==> config.mk <==
export PLATFORM = sky130hd
export DESIGN_NAME = pipe_ctrl_flat
export DESIGN_NICKNAME = d
export VERILOG_FILES = /design/src/rtl/pipe_ctrl_if.sv /design/src/rtl/pipe_ctrl.sv /design/src/flat_wrapper.sv
export SDC_FILE = /design/constraint.sdc
export NUM_CORES = 1
export LEC_CHECK = 0
export CORE_ASPECT_RATIO = 0.5
export CORE_MARGIN = 2
export CORE_UTILIZATION = 45
export CTS_CLUSTER_SIZE = 40
export DETAILED_ROUTE_END_ITERATION = 8
export DONT_BUFFER_PORTS = 1
export PLACE_DENSITY = 0.65
export RECOVER_POWER = 25
export REMOVE_ABC_BUFFERS = 1
export SYNTH_ARGS = -nofsm -noshare
export SYNTH_HDL_FRONTEND = slang
export SYNTH_SLANG_ARGS = --single-unit
==> constraint.sdc <==
create_clock -name clk -period 1.9 [get_ports clk]
set_input_delay 0.19 -clock clk [delete_from_list [all_inputs] [get_ports clk]]
set_output_delay 0.19 -clock clk [all_outputs]
set_load 0.02 [all_outputs]
==> src/rtl/pipe_ctrl_if.sv <==
// pipe_ctrl_if: bundle between the pipeline control unit and the stage registers
// Signals: stallreq_id/ex/mem, flush_req, flush_pc (stage -> control);
//          stall[5:0], flush, new_pc, busy, stall_cnt, stall_timeout (control -> stages)
interface pipe_ctrl_if #(parameter int CNT_W = 8);
    logic             stallreq_id;
    logic             stallreq_ex;
    logic             stallreq_mem;
    logic             flush_req;
    logic [31:0]      flush_pc;
    logic [5:0]       stall;
    logic             flush;
    logic [31:0]      new_pc;
    logic             busy;
    logic [CNT_W-1:0] stall_cnt;
    logic             stall_timeout;
    modport master (
        input  stallreq_id, stallreq_ex, stallreq_mem, flush_req, flush_pc,
        output stall, flush, new_pc, busy, stall_cnt, stall_timeout
    );
    modport slave (
        output stallreq_id, stallreq_ex, stallreq_mem, flush_req, flush_pc,
        input  stall, flush, new_pc, busy, stall_cnt, stall_timeout
    );
endinterface

==> src/rtl/pipe_ctrl.sv <==
// pipe_ctrl: merges stage stall requests, sequences flush/refill, tracks stall duration
// Ports: clk, rst (async, active-high); bus (pipe_ctrl_if.master) carries the stall
//        requests and flush request in, and the stall vector, flush pulse, restart pc,
//        busy flag, stall counter and sticky timeout out.
module pipe_ctrl #(
    parameter int STALL_LIMIT   = 255,
    parameter int CNT_W         = 8,
    parameter int REFILL_CYCLES = 4
) (
    input  logic        clk,
    input  logic        rst,
    pipe_ctrl_if.master bus
);
    localparam int RW = $clog2(REFILL_CYCLES + 1);

    typedef enum logic [1:0] {IDLE, FLUSH, REFILL} state_t;

    state_t           state_q, state_d;
    logic [RW-1:0]    refill_q, refill_d;
    logic [31:0]      new_pc_q, new_pc_d;
    logic [CNT_W-1:0] cnt_q, cnt_d;
    logic             timeout_q, timeout_d;
    logic [5:0]       stall;

    // Highest stalled stage wins; everything upstream of it holds too.
    assign stall = (state_q == FLUSH) ? 6'b000000 :
                   bus.stallreq_mem   ? 6'b011111 :
                   bus.stallreq_ex    ? 6'b001111 :
                   bus.stallreq_id    ? 6'b000111 : 6'b000000;

    // A new flush request overrides whatever the machine is doing.
    always_comb begin
        state_d  = state_q;
        refill_d = refill_q;
        new_pc_d = new_pc_q;
        if (bus.flush_req) begin
            state_d  = FLUSH;
            new_pc_d = bus.flush_pc;
        end else if (state_q == FLUSH) begin
            state_d  = REFILL;
            refill_d = RW'(REFILL_CYCLES - 1);
        end else if (state_q == REFILL) begin
            if (refill_q == '0) state_d = IDLE;
            else refill_d = refill_q - RW'(1);
        end
    end

    always_comb begin
        cnt_d     = (stall == '0) ? '0 : (&cnt_q) ? cnt_q : cnt_q + CNT_W'(1);
        timeout_d = timeout_q | ((stall != '0) && (cnt_d == CNT_W'(STALL_LIMIT)));
    end

    always_ff @(posedge clk or posedge rst) begin
        if (rst) begin
            state_q   <= IDLE;
            refill_q  <= '0;
            new_pc_q  <= '0;
            cnt_q     <= '0;
            timeout_q <= 1'b0;
        end else begin
            state_q   <= state_d;
            refill_q  <= refill_d;
            new_pc_q  <= new_pc_d;
            cnt_q     <= cnt_d;
            timeout_q <= timeout_d;
        end
    end

    assign bus.stall         = stall;
    assign bus.flush         = (state_q == FLUSH);
    assign bus.new_pc        = new_pc_q;
    assign bus.busy          = (state_q != IDLE);
    assign bus.stall_cnt     = cnt_q;
    assign bus.stall_timeout = timeout_q;
endmodule

==> src/flat_wrapper.sv <==
// flat-port wrapper written by rule: the top's interface ports become plain ports
module pipe_ctrl_flat 
#(
    parameter int STALL_LIMIT   = 255,
    parameter int CNT_W         = 8,
    parameter int REFILL_CYCLES = 4
)
  (clk, rst, bus_stallreq_id, bus_stallreq_ex, bus_stallreq_mem, bus_flush_req, bus_flush_pc, bus_stall, bus_flush, bus_new_pc, bus_busy, bus_stall_cnt, bus_stall_timeout);
  pipe_ctrl_if #(.CNT_W(CNT_W)) bus_i ();
  input  logic clk;
  input  logic rst;
  input wire logic [$bits(bus_i.stallreq_id)-1:0] bus_stallreq_id;
  input wire logic [$bits(bus_i.stallreq_ex)-1:0] bus_stallreq_ex;
  input wire logic [$bits(bus_i.stallreq_mem)-1:0] bus_stallreq_mem;
  input wire logic [$bits(bus_i.flush_req)-1:0] bus_flush_req;
  input wire logic [$bits(bus_i.flush_pc)-1:0] bus_flush_pc;
  output wire logic [$bits(bus_i.stall)-1:0] bus_stall;
  output wire logic [$bits(bus_i.flush)-1:0] bus_flush;
  output wire logic [$bits(bus_i.new_pc)-1:0] bus_new_pc;
  output wire logic [$bits(bus_i.busy)-1:0] bus_busy;
  output wire logic [$bits(bus_i.stall_cnt)-1:0] bus_stall_cnt;
  output wire logic [$bits(bus_i.stall_timeout)-1:0] bus_stall_timeout;
  assign bus_i.stallreq_id = bus_stallreq_id;
  assign bus_i.stallreq_ex = bus_stallreq_ex;
  assign bus_i.stallreq_mem = bus_stallreq_mem;
  assign bus_i.flush_req = bus_flush_req;
  assign bus_i.flush_pc = bus_flush_pc;
  assign bus_stall = bus_i.stall;
  assign bus_flush = bus_i.flush;
  assign bus_new_pc = bus_i.new_pc;
  assign bus_busy = bus_i.busy;
  assign bus_stall_cnt = bus_i.stall_cnt;
  assign bus_stall_timeout = bus_i.stall_timeout;
  pipe_ctrl #(.STALL_LIMIT(STALL_LIMIT), .CNT_W(CNT_W), .REFILL_CYCLES(REFILL_CYCLES)) u_core (.clk(clk), .rst(rst), .bus(bus_i));
endmodule
==> results of run 1 <==
[routing by layer]
layer,share of wire (%),GRT usage (%),routed length (µm),vias up
met4,1.0,5.48,36,0
met3,6.5,5.20,230,4
met1,44,16.5,1570,597
met2,48,23.8,1720,41
met5,0,0,0,-
li1,-,-,-,580
[registers in the layout, indices dropped and copies added, names as in the netlist]
| signal | count |
|---|---|
| u_core.bus.new_pc | 32 |
| u_core.bus.stall_cnt | 8 |
| u_core.refill_q | 3 |
| u_core.state_q | 2 |
| u_core.bus.stall_timeout | 1 |
[layout by cell type, fill, tap and decap left out, drive strengths merged]
| master | n |
|---|---|
| dfrtp | 46 |
| mux2 | 33 |
| buf | 14 |
| nor2 | 11 |
| inv | 11 |
| ha | 7 |
| nand2 | 6 |
| clkbuf | 6 |
| a31oi | 4 |
| a21oi | 3 |
| mux2i | 3 |
| o21ai | 3 |
| xor2 | 2 |
| a211oi | 2 |
| and2b | 2 |
| dlygate4sd3 | 2 |
| nor3 | 2 |
| nand2b | 2 |
| a21o | 1 |
| nor2b | 1 |
| and3 | 1 |
| a22o | 1 |
| nand3 | 1 |
| nor4b | 1 |
| or3 | 1 |
| and4 | 1 |
| o21bai | 1 |
| nand4 | 1 |
| a22oi | 1 |
| xnor2 | 1 |
| a32oi | 1 |
| o41ai | 1 |
| nor3b | 1 |
| conb | 1 |
| clkinvlp | 1 |
| bufinv | 1 |
[power groups by stage]
| stage | clock, W | combinational [W] | sequential (W) |
|---|---|---|---|
| final | 0.000707 | 0.000651 | 0.00128 |
| after global routing | 0.000793 | 0.000721 | 0.00130 |
| after CTS | 0.000744 | 0.000652 | 0.00128 |
| after detailed placement | 0 | 0.000646 | 0.00130 |
| after global placement | 0 | 0.000626 | 0.00130 |
| after floorplan | 0 | 0.000408 | 0.00134 |
[stage by stage]
stage / setup WS (ns) / std cells
after floorplan: 0.0113 / 153
after global placement: 0.116 / 223
after detailed placement: 0.0747 / 223
after CTS: 0.0358 / 233
after global routing: 0.000798 / 234
final: 0.0755 / 234
[layout make-up]
cell class / instances / area [µm²] / share of cell area, %
Sequential cell: 46 / 1150 / 49.1
Multi-Input combinational cell: 96 / 845 / 36.0
Timing Repair Buffer: 16 / 125 / 5.34
Clock buffer: 6 / 72.6 / 3.10
Tap cell: 57 / 71.3 / 3.04
Inverter: 11 / 41.3 / 1.76
Clock inverter: 2 / 37.5 / 1.60
[cells by family (layout without fill, tap and decap cells)]
group,count (synthesis),after routing,share of synthesized area [%]
buffers and inverters,19,35,5.06
other,1,1,0.178
and+or+nand+nor,31,31,9.05
xor gates and xnor gates,3,3,1.25
DFF,46,46,54.8
muxes,36,36,19.1
adders and majority gates,7,7,4.17
AOI/OAI and AO/OA,18,18,6.43
[worst max-delay path by stage]
stage	slack, ns	start	to
finish	0.08	u_core.state_q[0]	u_core.bus.stall_timeout
detailed placement	0.07	u_core.state_q[1]	u_core.bus.stall_timeout
floorplan	0.01	u_core.bus.stall_cnt[0]	u_core.bus.stall_timeout
CTS	0.04	u_core.state_q[1]	u_core.bus.stall_timeout
global placement	0.12	u_core.state_q[1]	u_core.bus.stall_timeout
global route	0.0008	u_core.state_q[1]	u_core.bus.stall_timeout
[what timing repair did]
| action | CTS | global route |
|---|---|---|
| hold endpoints to repair | 48 | 0 |
| endpoints found under the setup margin | 0 | 1 |
| buffers inserted | 0 | 1 |
| hold buffers | 2 | 0 |
[critical path, cell delays in order, from the launching register on]
cell and delay (ns):
dfrtp_1 0.42, ha_1 0.25, nand2b_4 0.15, a22o_4 0.22, or3_4 0.37, o41ai_2 0.33
==> results.cfg, run 1 <==
[detailed_routing]
via_count = 1222
wl_mm = 3.56
vias_per_cell = 5.22
drt_pass1_iterations = 4
wl_per_cell_um = 15.2
ant_nets = 0
drc = 0
first_iter_violations = 14

[synth]
synth_common_cells = dfrtp_1, mux2_2, inv_1, nor2_1, ha_1
syn_avg_cell_area_um2 = 13.1
seq_area_frac_synth_pct = 54.8
synth_area_leader_cell = dfrtp_1
synth_warnings = 0
synth_cells = 161
ys.flop_type = dfrtp_1
synth_area_leaders = dfrtp_1, mux2_2, ha_1
synth_most_common_cell = dfrtp_1
synth_top_area_share_pct = 54.8
netlist_area_um2 = 2100
synthArstFlopShare_pct = 100
synth_seq_cells = 46
synth_edf_count = 0
ys_types = 37

[critical_path]
r2r_setup_slack_ns = 0.08
r2r-start = u_core.state_q[0]
start_kind = flip-flop
r2r_end = u_core.bus.stall_timeout
worstRegToRegCells = 5
cp_max_fo = 4
crit_arrival_ns = 2.02
criticalPathCategory = flip-flop to flip-flop
required_ns = 2.09
cp-end-kind = flip-flop

[timing]
tightest_slew_ns = 0.552
setup_viol = 0
clock.fmax_ghz = 0.548
relSlewSlack_pct = 63.2
tns_ns = 0
clock_skew_ns = 0.00337
rsz0062_at_grt = false
fin_crit_sh_pct = 96.0
finalWorstPathRequiredPeriod_ns = 1.82
drv_slew = 0
hold_slack_ns = 0.0428
hold_viol_final = 0

[power_and_ir_drop]
finalPower_w = 0.00264
leakagePower_nw = 1.06
switching_share_pct = 31.7
combPwrFrac_pct = 24.7
p_seq_share_pct = 48.5
clock_power_share_pct = 26.8
p_per_area_nw_per_um2 = 1120
ir_drop_v = 0.000569
p_switching_w = 0.000835
p_int_w = 0.00180

[place]
placed_cell_area_um2 = 2210
dpl.hpwl_mm = 2.62
gp_congestion = 0.757
io_buffers = 0

[floorplanning]
die-area_um2 = 5270
rows = 17
io_pins = 87
initial_core_util_pct = 47.3
die_h_um = 52.3
die_w_um = 101
core_um2 = 4450

[clock_tree]
clkLatencyLatePin_ns = 0.29
cts_tree = yes
clk_pin_slew_worst_paths_ns = 0.08
clkSinkCount = 46
cts_htree_levels = 2
cts-resized-gates = 0
root_buffer = clkbuf_8
clock_path_buffers = 2
cts_inserted_buffers = 5

[min_path]
hold_class = input port to flip-flop
min_to = u_core.bus.new_pc[4]
hp-start = bus_flush_pc[4]
hold_depth = 1

[final_layout]
post-route-util_pct = 52.7
fillers = 391
area_growth_pct = 11.5
drive_gt1_share_pct = 36.2
diodes = 0
num-nets-final = 221
final_area_um2 = 2340

[run_status]
status = complete, no violations

[global_route]
grt.overflow.total = 0
antenna_found_initial = 0
grt_usage_pct = 14.1
grt_max_degree = 47
grt_pass1_wl_mm = 5.59
grt_pass1_vias = 1248

[run]
maxCapViolations = 0
No activity file was read; power rests on OpenSTA's default activity.
==> inputs of run 2 (changes only) <==
--- a/config.mk
+++ b/config.mk
@@ -5,15 +5,18 @@
 export SDC_FILE = /design/constraint.sdc
 export NUM_CORES = 1
 export LEC_CHECK = 0
+export ABC_AREA = 1
 export CORE_ASPECT_RATIO = 0.5
 export CORE_MARGIN = 2
 export CORE_UTILIZATION = 45
 export CTS_CLUSTER_SIZE = 40
 export DETAILED_ROUTE_END_ITERATION = 8
 export DONT_BUFFER_PORTS = 1
+export HOLD_SLACK_MARGIN = 0.05
 export PLACE_DENSITY = 0.65
 export RECOVER_POWER = 25
 export REMOVE_ABC_BUFFERS = 1
+export SLEW_MARGIN = 5
 export SYNTH_ARGS = -nofsm -noshare
 export SYNTH_HDL_FRONTEND = slang
 export SYNTH_SLANG_ARGS = --single-unit
==> run 2 against run 1 <==
  * Synthesized cell count up 61%
  * Largest power group unchanged
  * Clock power is 3.4% lower
  * Maximum frequency is 8.6% higher
==> results.cfg, run 2 <==
[critical_path]
timing.critical_path.buf_inv = 3
startpoint = u_core.state_q[1]
cpMostUsedCell = inv_1
cp_max_fo = 4
endpoint = bus_stall[0]
crit_arrival_ns = 1.49
r2r_end = u_core.bus.stall_timeout
cp_slowest_cell = inv_1
required_ns = 1.71
max_stage_delay_ns = 0.38
r2r-start = u_core.state_q[1]
crit_chain = inv_1 > ha_1 > inv_2 > nand2_1 > inv_1
cp_num_cells = 5
r2r_setup_slack_ns = 0.29
cp-end-kind = primary output
criticalPathCategory = flip-flop to primary output
start_kind = flip-flop
path_delay_family = buffers and inverters
worstRegToRegCells = 11

[floorplanning]
initial_core_util_pct = 47.5
core_um2 = 4470
die_w_um = 101
die-area_um2 = 5320
io_pins = 87
rows = 17
die_h_um = 52.6

[global_route]
grt_usage_pct = 18.4
grt.overflow.total = 0
grt_pass1_vias = 1732
grt_pass1_wl_mm = 7.60
antenna_found_initial = 0
grt_max_degree = 33

[clock_tree]
clock_path_buffers = 2
clkSinkCount = 46
clk_pin_slew_worst_paths_ns = 0.08
clkLatencyLatePin_ns = 0.29
cts_setup_buffers = 0
root_buffer = clkbuf_8
cts_tree = yes
cts_inserted_buffers = 5
cts_htree_levels = 2

[final_layout]
diodes = 0
num-nets-final = 342
mostFrequentLayoutCells = nand2_1, dfrtp_1, dlygate4sd3_1
drive_gt1_share_pct = 8.39
fillers = 393
area_growth_pct = 24.0
mostFrequentLayoutCell = nand2_1
largest_register_ffs = 32

[synth]
seq_area_frac_synth_pct = 54.2
synth_area_leader_cell = dfrtp_1
netlist_area_um2 = 2120
synth_cells = 260
syn_avg_cell_area_um2 = 8.17
synth_seq_cells = 46
synth_fa_ha_area_share_pct = 4.12
synth_common_cells = nand2_1, dfrtp_1, inv_1
synth_top_family_by_area = simple AND/OR/NAND/NOR gates
synth_edf_count = 0
synth_compound_area_share_pct = 3.01
synth.area.mux_share_pct = 0
synthXorXnorAreaFrac_pct = 0.412
ys_types = 26
synth_top_area_share_pct = 54.2
synth_most_common_cell = nand2_1
synth_area_leaders = dfrtp_1, nand2_1, ha_1
yosys.area_share.simple_pct = 30.6
synthArstFlopShare_pct = 100
synth_warnings = 0
ys.flop_type = dfrtp_1

[power_and_ir_drop]
switching_share_pct = 33.1
clock_power_share_pct = 27.2
p_per_area_nw_per_um2 = 955
p_seq_share_pct = 51.3
leakagePower_nw = 1.42
ir_drop_v = 0.000460
p_int_w = 0.00168
p_switching_w = 0.000833
finalPower_w = 0.00251
combPwrFrac_pct = 21.6

[timing]
hold_viol_final = 0
relSlewSlack_pct = 26.0
finalWorstPathRequiredPeriod_ns = 1.68
setup_viol = 0
fin_crit_sh_pct = 88.4
rsz0062_at_grt = false
drv_slew = 0
clock_skew_ns = 0.00383
clock.fmax_ghz = 0.595
tns_ns = 0
tightest_slew_ns = 1.11

[place]
io_buffers = 0
gp_congestion = 0.762
dpl.hpwl_mm = 3.06

[run_status]
status = complete, no violations

[detailed_routing]
wl_per_cell_um = 13.1
drc = 0
first_iter_violations = 85
top_layer = met3
drt_pass1_iterations = 4
vias_per_cell = 4.75
wl_mm = 4.64
via_count = 1688
wl_met2_mm = 2.41
ant_nets = 0
wl_met1_mm = 2.03
wl_met3_um = 188

[run]
maxCapViolations = 0

[min_path]
hold_class = input port to flip-flop
==> run 2: cell count changes in the layout (fill, tap and decap cells not counted), moves of 8 or more <==
cell and change:
buf_4 -8, dlygate4sd3_1 +31, inv_1 +13, mux2_2 -33, nand2_1 +121, nand3_1 +9
==> run 2: routing by layer <==
metal / vias up / GRT usage, %
met5: - / 0
met1: 791 / 21.5
met3: 0 / 4.40
met4: 0 / 6.08
met2: 45 / 34.0
li1: 852 / -
==> run 2: worst reg2reg max path, delay by kind of cell (launching register included) <==
| kind | cells | cell delay [ns] |
|---|---|---|
| compound gates | 1 | 0.08 |
| flops | 1 | 0.36 |
| buf+inv | 2 | 0.18 |
| simple gates | 7 | 0.73 |
| fa+ha+maj | 1 | 0.20 |
==> run 2: timing repair <==
item | 4_1_cts | 5_1_grt
gates resized for setup | 0 | 1
hold buffers | 34 | 0
endpoints found under the setup margin | 0 | 34
hold endpoints to repair | 56 | 0
==> run 2: metrics by stage <==
step	hold WS, ns	cells	worst slack (ns)	cell area [µm²]	utilization, %
2_1_floorplan	0.303	249	0.321	2060	-
3_3_place_gp	0.139	313	0.399	2180	48.9
3_5_place_dp	0.144	313	0.328	2180	48.9
4_1_cts	0.349	355	0.00605	2630	59.0
5_1_grt	0.435	355	0.0482	2630	58.9
6_report	0.364	355	0.221	2630	58.9
==> run 2: final cells by class <==
| cell class | instances | area (µm²) | share of cell area (%) |
|---|---|---|---|
| well taps | 57 | 71.3 | 2.71 |
| inverters | 25 | 93.8 | 3.56 |
| repair buffers | 41 | 392 | 14.9 |
| flip-flops and latches | 46 | 1150 | 43.7 |
| multi-input cells | 178 | 815 | 30.9 |
| clock buffers | 8 | 110 | 4.18 |
==> run 2: power by group through the flow <==
stage / registers, W / clock network [W] / logic (W)
after detailed placement: 0.00131 / 0 / 0.000481
after CTS: 0.00129 / 0.000707 / 0.000547
after global routing: 0.00131 / 0.000745 / 0.000621
after global placement: 0.00131 / 0 / 0.000466
final: 0.00129 / 0.000683 / 0.000542
after floorplan: 0.00132 / 0 / 0.000341
==> run 2: logic make-up (layout without fill, tap and decap cells) <==
family,after synthesis,in the layout
other,1,1
buffers and inverters,36,74
AO/OA/AOI/OAI,11,11
AND/OR/NAND/NOR,158,158
adder cells (fa/ha/maj),7,7
XOR/XNOR,1,1
flip-flops,46,46
==> run 2: worst min-delay path by stage <==
stage	start	slack, ns	endpoint	cells past startpoint
6_report	bus_stallreq_mem	0.36	u_core.bus.stall_cnt[4]	4
5_1_grt	bus_stallreq_mem	0.44	u_core.bus.stall_cnt[4]	4
4_1_cts	bus_stallreq_mem	0.35	u_core.bus.stall_cnt[4]	4
3_5_place_dp	rst	0.14	u_core.refill_q[1]	1
3_3_place_gp	rst	0.14	u_core.refill_q[1]	1
2_1_floorplan	bus_flush_req	0.30	u_core.bus.new_pc[0]	2
==> inputs of run 3 (changes only) <==
--- a/config.mk
+++ b/config.mk
@@ -6,10 +6,10 @@
 export NUM_CORES = 1
 export LEC_CHECK = 0
 export ABC_AREA = 1
-export CORE_ASPECT_RATIO = 0.5
+export CORE_ASPECT_RATIO = 1.4
 export CORE_MARGIN = 2
 export CORE_UTILIZATION = 45
-export CTS_CLUSTER_SIZE = 40
+export CTS_CLUSTER_SIZE = 16
 export DETAILED_ROUTE_END_ITERATION = 8
 export DONT_BUFFER_PORTS = 1
 export HOLD_SLACK_MARGIN = 0.05
==> run 3 against run 2 <==
  * Final cell count grew 0.85%
  * Worst hold slack lost 0.28 ns
  * Core utilization shrank 1.1 points
==> results.cfg, run 3 (synthesis results as in run 2) <==
[clock_tree]
cts_inserted_buffers = 5
clk_pin_slew_worst_paths_ns = 0.08
root_buffer = clkbuf_8
clkSinkCount = 46
cts_htree_levels = 2
cts_tree = yes
clock_path_buffers = 2
clkLatencyLatePin_ns = 0.29
cts_setup_buffers = 0

[min_path]
min_to = u_core.state_q[0]
hp-start = bus_flush_req
hold_class = input port to flip-flop
hold_depth = 2

[place]
placed_cell_area_um2 = 2170
dp.cells = 316
gp_congestion = 0.858
place_ws_ns = 0.289
dpl.hpwl_mm = 2.98
io_buffers = 0

[critical_path]
worstRegToRegCells = 9
cp_slowest_cell = inv_1
max_stage_delay_ns = 0.40
crit_arrival_ns = 1.50
start_kind = flip-flop
r2r_end = u_core.bus.stall_timeout
r2r_setup_slack_ns = 0.37
startpoint = u_core.state_q[1]
required_ns = 1.71
cpMostUsedCell = inv_1
cp-end-kind = primary output
crit_chain = inv_1 > ha_1 > inv_2 > nand2_1 > inv_1
r2r-start = u_core.bus.stall_cnt[0]
cp_max_fo = 4
criticalPathCategory = flip-flop to primary output

[detailed_routing]
vias_per_cell = 4.76
drc = 0
wl_per_cell_um = 13.2
via_count = 1703
wl_mm = 4.71
first_iter_violations = 78
ant_nets = 0
drt_pass1_iterations = 4

[floorplanning]
rows = 29
die_h_um = 85.3
die-area_um2 = 5290
io_pins = 87
die_w_um = 62.1
core_um2 = 4540
initial_core_util_pct = 46.8

[timing]
hold_viol_final = 0
finalWorstPathRequiredPeriod_ns = 1.69
fin_crit_sh_pct = 89.2
hold_slack_ns = 0.0807
clock_skew_ns = 0.00372
setup_viol = 0
tightest_slew_ns = 1.14
rsz0062_at_grt = false
clock.fmax_ghz = 0.590
drv_slew = 0
tns_ns = 0
relSlewSlack_pct = 23.9
setup_slack_ns = 0.205

[power_and_ir_drop]
clock_power_share_pct = 28.1
p_seq_share_pct = 50.9
p_per_area_nw_per_um2 = 968
p_switching_w = 0.000838
leakagePower_nw = 1.40
p_int_w = 0.00170
switching_share_pct = 33.0
combPwrFrac_pct = 21.0
ir_drop_v = 0.000595

[final_layout]
mostFrequentLayoutCell = nand2_1
fillers = 401
mostFrequentLayoutCells = nand2_1, dfrtp_1, dlygate4sd3_1
area_growth_pct = 23.6
largest_register_ffs = 32
diodes = 0
drive_gt1_share_pct = 8.11
num-nets-final = 340
final_area_um2 = 2630
final_cells = 358

[global_route]
grt.overflow.total = 0
grt_pass1_vias = 1748
grt_pass1_wl_mm = 7.60
grt_usage_pct = 19.3
antenna_found_initial = 0
grt_max_degree = 47

[run]
maxCapViolations = 0

[run_status]
status = complete, no violations
## run 3: cell types whose count changed in the layout (fill, tap and decap cells not counted), sizes merged
| cell | change |
|---|---|
| inv | -1 |
| clkinvlp | +1 |
| dlygate4sd3 | +1 |
| clkbuf | -2 |
| clkinv | +1 |
| buf | -2 |
| bufinv | +1 |
| dlymetal6s4s | -1 |
## run 3: routing by layer
metal,track usage [%],up-vias,share of wire [%]
li1,-,849,-
met1,22.2,764,41
met2,33.0,81,49
met3,5.49,9,8.0
met4,6.96,0,2.0
met5,0,-,0
## run 3: worst max-delay path by stage
stage	slack, ns	endpoint	cells past startpoint
global placement	0.38	u_core.bus.stall_timeout	10
global route	0.05	bus_stall[0]	5
floorplan	0.32	u_core.bus.stall_timeout	11
detailed placement	0.29	u_core.bus.stall_timeout	11
CTS	0.20	bus_stall[1]	5
finish	0.21	bus_stall[1]	5
## run 3: power groups by stage
| stage | clock (W) | combinational, W | sequential, W |
|---|---|---|---|
| final | 0.000714 | 0.000534 | 0.00129 |
| after global routing | 0.000784 | 0.000614 | 0.00131 |
| after CTS | 0.000737 | 0.000537 | 0.00129 |
| after detailed placement | 0 | 0.000472 | 0.00131 |
| after global placement | 0 | 0.000463 | 0.00131 |
| after floorplan | 0 | 0.000341 | 0.00132 |
## run 3: final cells by class
| type | instances | area [µm²] | area share [%] |
|---|---|---|---|
| Timing Repair Buffer | 39 | 375 | 14.3 |
| Sequential cell | 46 | 1150 | 43.9 |
| Tap cell | 62 | 77.6 | 2.96 |
| Inverter | 25 | 93.8 | 3.57 |
| Multi-Input combinational cell | 178 | 817 | 31.1 |
| Clock inverter | 2 | 37.5 | 1.43 |
| Clock buffer | 6 | 72.6 | 2.76 |
## run 3: worst max-delay path: cells and delay by family (launching register included)
family | cells | cell delay [ns]
adder cells (fa/ha/maj) | 1 | 0.22
flip-flops | 1 | 0.36
buffers and inverters | 3 | 0.56
AND/OR/NAND/NOR | 1 | 0.08
## run 3: repair_timing
item | 4_1_cts | 5_1_grt
gates resized for setup | 0 | 1
hold buffers | 34 | 0
setup endpoints to repair | 0 | 1
hold endpoints to repair | 78 | 0
## run 3: metrics by stage
step                      utilization [%]  power (W)
after floorplan                         -    0.00166
after global placement               47.9    0.00177
after detailed placement             47.9    0.00178
after CTS                            57.9    0.00257
after global routing                 57.9    0.00271
final                                57.9    0.00254
